==> src/rtl/seven_seg_pkg.sv <==
// Shared constants for the front-panel seven-segment display path.
// Glyphs are active-low, bit order {g,f,e,d,c,b,a}.
package seven_seg_pkg;

  localparam int          NUM_DIGITS = 6;
  localparam logic [3:0]  BLANK_CODE = 4'hF;

  localparam logic [6:0]  SEG_OFF    = 7'b1111111;
  localparam logic [5:0]  AN_OFF     = 6'b111111;

  localparam logic [6:0]  GLYPH_0    = 7'b1000000;
  localparam logic [6:0]  GLYPH_1    = 7'b1111001;
  localparam logic [6:0]  GLYPH_2    = 7'b0100100;
  localparam logic [6:0]  GLYPH_3    = 7'b0110000;
  localparam logic [6:0]  GLYPH_4    = 7'b0011001;
  localparam logic [6:0]  GLYPH_5    = 7'b0010010;
  localparam logic [6:0]  GLYPH_6    = 7'b0000010;
  localparam logic [6:0]  GLYPH_7    = 7'b1111000;
  localparam logic [6:0]  GLYPH_8    = 7'b0000000;
  localparam logic [6:0]  GLYPH_9    = 7'b0010000;
  localparam logic [6:0]  GLYPH_A    = 7'b0001000;
  localparam logic [6:0]  GLYPH_B    = 7'b0000011;
  localparam logic [6:0]  GLYPH_C    = 7'b1000110;
  localparam logic [6:0]  GLYPH_D    = 7'b0100001;
  localparam logic [6:0]  GLYPH_E    = 7'b0000110;
  localparam logic [6:0]  GLYPH_F    = 7'b0001110;

endpackage

==> src/rtl/seven_seg_decoder.sv <==
// Hex to seven-segment decoder, active-low outputs. Purely combinational
// so it can be shared by other display paths.
module seven_seg_decoder
  import seven_seg_pkg::*;
(
  input  logic [3:0] code,
  output logic [6:0] seg
);

  // full hex decode of the 4-bit code to its glyph
  always_comb begin
    seg = SEG_OFF;
    case (code)
      4'h0: seg = GLYPH_0;
      4'h1: seg = GLYPH_1;
      4'h2: seg = GLYPH_2;
      4'h3: seg = GLYPH_3;
      4'h4: seg = GLYPH_4;
      4'h5: seg = GLYPH_5;
      4'h6: seg = GLYPH_6;
      4'h7: seg = GLYPH_7;
      4'h8: seg = GLYPH_8;
      4'h9: seg = GLYPH_9;
      4'hA: seg = GLYPH_A;
      4'hB: seg = GLYPH_B;
      4'hC: seg = GLYPH_C;
      4'hD: seg = GLYPH_D;
      4'hE: seg = GLYPH_E;
      4'hF: seg = GLYPH_F;
    endcase
  end

endmodule

==> src/rtl/seven_seg_mux.sv <==
// Six-digit display multiplexer: picks one digit code by mux_sel and
// registers code, glyph, anode strobe and blank flag on the same edge.
module seven_seg_mux
  import seven_seg_pkg::*;
(
  input  logic       clk,
  input  logic       rst_n,
  input  logic [3:0] data_in0,
  input  logic [3:0] data_in1,
  input  logic [3:0] data_in2,
  input  logic [3:0] data_in3,
  input  logic [3:0] data_in4,
  input  logic [3:0] data_in5,
  input  logic [2:0] mux_sel,
  output logic [3:0] data_out,
  output logic [6:0] seg,
  output logic [5:0] an,
  output logic       blank
);

  logic [3:0] next_code;
  logic [5:0] next_an;
  logic       next_blank;
  logic [6:0] dec_seg;
  logic [6:0] next_seg;

  // select the digit code and its anode strobe; selects 6-7 blank the panel
  always_comb begin
    next_code  = BLANK_CODE;
    next_an    = AN_OFF;
    next_blank = 1'b1;
    case (mux_sel)
      3'd0: begin next_code = data_in0; next_an = 6'b111110; next_blank = 1'b0; end
      3'd1: begin next_code = data_in1; next_an = 6'b111101; next_blank = 1'b0; end
      3'd2: begin next_code = data_in2; next_an = 6'b111011; next_blank = 1'b0; end
      3'd3: begin next_code = data_in3; next_an = 6'b110111; next_blank = 1'b0; end
      3'd4: begin next_code = data_in4; next_an = 6'b101111; next_blank = 1'b0; end
      3'd5: begin next_code = data_in5; next_an = 6'b011111; next_blank = 1'b0; end
      default: ;
    endcase
  end

  seven_seg_decoder u_decoder (
    .code (next_code),
    .seg  (dec_seg)
  );

  // BLANK_CODE decodes to the F glyph, so an out-of-range select must
  // force the segments off rather than rely on the decoder
  always_comb begin
    next_seg = next_blank ? SEG_OFF : dec_seg;
  end

  // single output bank so all four outputs move on the same edge
  always_ff @(posedge clk or negedge rst_n) begin
    if (!rst_n) begin
      data_out <= 4'h0;
      seg      <= SEG_OFF;
      an       <= AN_OFF;
      blank    <= 1'b1;
    end else begin
      data_out <= next_code;
      seg      <= next_seg;
      an       <= next_an;
      blank    <= next_blank;
    end
  end

endmodule

==> config.mk <==
export PLATFORM = sky130hd
export DESIGN_NAME = seven_seg_mux
export DESIGN_NICKNAME = d
export VERILOG_FILES = /design/src/rtl/seven_seg_pkg.sv /design/src/rtl/seven_seg_decoder.sv /design/src/rtl/seven_seg_mux.sv
export SDC_FILE = /design/constraint.sdc
export NUM_CORES = 1
export LEC_CHECK = 0
export CAP_MARGIN = 15
export CORE_UTILIZATION = 30
export CTS_BUF_LIST = sky130_fd_sc_hd__clkbuf_16
export DETAILED_ROUTE_END_ITERATION = 12
export GPL_ROUTABILITY_DRIVEN = 0
export PLACE_DENSITY = 0.62
export SYNTH_ARGS = -nofsm -noshare
export SYNTH_HDL_FRONTEND = slang
export SYNTH_SLANG_ARGS = --single-unit
==> constraint.sdc <==
create_clock -name clk -period 0.8 [get_ports clk]
set_clock_uncertainty 0.05 [all_clocks]
set_input_delay 0.12 -clock clk [delete_from_list [all_inputs] [get_ports clk]]
set_output_delay 0.12 -clock clk [all_outputs]
set_load 0.01 [all_outputs]
==> metrics.md <==
| Metric | Value |
|---|---|
| Failing checks | setup timing |
| Worst path required time | just over 0.9 ns |
| Total Nets Final | 226 |
| IO Port Bufs | 46 |
| Power Density | approximately 1500 nW/um^2 |
| Top cells by area, synth | dfstp_2 (34%), dfrtp_1 (9.2%), ha_1 (6.9%), mux2i_1 (6.4%), mux2_1 (3.1%) |
| Startpoint types | input pin |
| Die Y | a little over 60 um |
| Rel. slew slack | 0.748 |
| Pins Over Slew Limit | 0 |
| ANT nets after route | 0 |
| Asr flop ratio synth | 1.00 |
| Pin count of the biggest net entering global routing | 19 |
| ANT cells | 0 |
| Worst-path clk slew | 0.05 ns |
| Initial antenna violation count | 0 |
| EDFF count, synth | 0 |
| WL met3 | between 150 and 200 um |
| Top sig layer | met4 |
| GRT Util Overall | 0.192 |
| Vias after detailed routing | 1141 |
| Layout Utilization | 0.714 |
| # H-tree levels | 1 |
| Pwr Total | 3.66 mW |
| Share of cells above drive strength 1 | 0.700 |
| Vias in the first global route | roughly 1300 |
| Met2 wire length | around 2.0 mm |
| Global route overflow | 0 |
| Tmin final | between 1.5 and 2 ns |
| CTS tree | yes |
| Cell with the most instances after synthesis | dfstp_2 |
| F_max | roughly 0.65 GHz |
| Final worst slack | -0.744 ns |
| End of the critical path | seg[1] |
| Synth Flop Type | dfstp_2 |
| Core Box Area | between 3000 and 4000 um^2 |
| CTS Buf Count | 3 |
| LEAKAGE | 1.11 nW |
| Final setup fails | 30 |
| Launch point of the worst path | mux_sel[0] |
| Via/cell ratio | about 4.8 |
| CTS Buffer Depth | 2 |
| Die area | just under 4000 um^2 |
| CP Class | in2reg |
| Status | complete, but fails checks |
| Crit. End Element | flop |
| Most common library cells after synthesis | dfstp_2 (14), mux2i_1 (7), ha_1 (6) |
| Peak supply drop | around 900 uV |
| Cell taking the most area after synthesis | dfstp_2 |
| Area growth syn-to-layout | 123% |
| Drt pass-1 iters | 4 |
| Final wirelength | 3.63 mm |
| DRC Markers | 0 |
| Synth Cell Area | between 1000 and 1500 um^2 |
| Hold WC Path Type | in2async |
| Num rows | 21 |
| Sequential fraction of the synthesis area | 0.428 |
| Max-Cap Viols | 0 |
| Actual slew at the worst max-slew pin | ~0.38 ns |
| RSZ-0062 raised after global routing | true |
| Die X-Extent | between 60 and 70 um |
| Starting Density | 0.320 |
| I/O Pins | between 40 and 50 |
| Synth top area share | 0.337 |
| Crit path arrival time | about 1.7 ns |
| Worst Hold Slack | about 0.15 ns |
| Avg Inst Size Synth | ~11 um^2 |
| Synth Instances | 95 |
| Drt initial violations | 18 |
| Mapped Nets | 130 |
| M1 WL | about 1.4 mm |
| CTS sink cnt | 18 |
| Synth unique cells | 40 |
| Fin Setup TNS | -9.78 ns |
| Clk root buf | clkbuf_16 |
| Tcrit/Tclk final | 1.93 |
| Critical Path Fanout Max | 6 |
| Hold-fix buffers at CTS | 0 |
| DPL Wire Length | 1.98 mm |
| Final Hold Violating Endpoints | 0 |
| Routed WL per cell | about 15 um |
| Yosys reg bits | 18 |
| Warnings, synthesis | 0 |
| First-pass GRT wire length | approximately 5.8 mm |
logic make-up (layout without fill, tap and decap cells):
group,after synthesis,after routing,share of synthesized area
adder cells (fa/ha/maj),6,6,0.0687
multiplexers,11,11,0.105
AO/OA/AOI/OAI,23,23,0.180
AND/OR/NAND/NOR,25,25,0.144
buffers and inverters,11,106,0.0653
flip-flops,18,18,0.428
XOR/XNOR,1,1,0.00802
metrics by stage:
stage          instance area [um^2]  instances  worst slack, ns
2_1_floorplan                  1160         95           -0.790
6_report                       2440        236           -0.744
3_3_place_gp                   1820        203            -1.38
4_1_cts                        2360        233           -0.711
5_1_grt                        2440        236           -0.767
3_5_place_dp                   1820        203            -1.45
metal layers:
layer	global-route usage	vias up
met5	0	-
met4	0.0465	0
met3	0.0294	4
met2	0.374	41
met1	0.214	561
li1	-	535
layout make-up:
cell class	count	area (um^2)
clock buffer	3	75.1
clock inverter	1	3.75
fill	233	977
inverter	5	28.8
multi-input combinational	66	830
sequential	18	468
tap	46	57.6
timing repair buffer	97	976
registers in the layout, summed over array words and instances, names as in the netlist:
name and count:
seg 7, an 6, data_out 4, blank 1
critical path: stages:
cell	delay (ns)
buf_8	0.09
buf_12	0.11
buf_6	0.09
and2b_1	0.18
o21ai_2	0.17
o311ai_4	0.16
buf_6	0.16
mux2_4	0.27
a221o_1	0.32
power by group:
part           internal (mW)  total [mW]  switching [mW]  leakage [nW]
Clock                  0.663       0.979           0.316        0.0423
Combinational          0.917        1.56           0.640         0.873
Sequential              1.08        1.12          0.0415         0.192
Total                   2.66        3.66           0.998          1.11
how the worst min path moves through the flow:
stage	startpoint	end	slack, ns	depth (start not counted)
floorplan	rst_n	data_out[0]	-0.23	0
global placement	rst_n	data_out[2]	0.42	2
detailed placement	rst_n	data_out[2]	0.42	2
CTS	rst_n	data_out[3]	0.16	2
global route	rst_n	data_out[2]	0.17	2
finish	rst_n	data_out[0]	0.15	2
what timing repair did:
| action | 4_1_cts | 5_1_grt |
|---|---|---|
| setup buffers | 24 | 5 |
| gates cloned | 2 | 0 |
| resized for setup | 184 | 11 |
| pin swaps | 26 | 10 |
| setup endpoints to repair | 36 | 31 |
| hold endpoints to repair | 0 | 0 |
cell usage in the layout (no fill, tap or decap), types with 2 or more instances in the layout:
cell type and count:
mux2i_1 6, dlygate4sd2_1 22, buf_12 3, inv_4 4
clkbuf_16 3, buf_16 2, a22o_1 2, ha_4 6
buf_2 4, buf_6 34, and2b_1 3, buf_4 27
clkdlybuf4s50_1 2, o21a_1 2, nand2b_1 2, nor2_1 2
dfstp_2 14, buf_8 2, nand2_1 4, dfrtp_1 4
o21ai_2 4, mux2_4 4
Note: power is estimated with default switching activity, not from simulation.
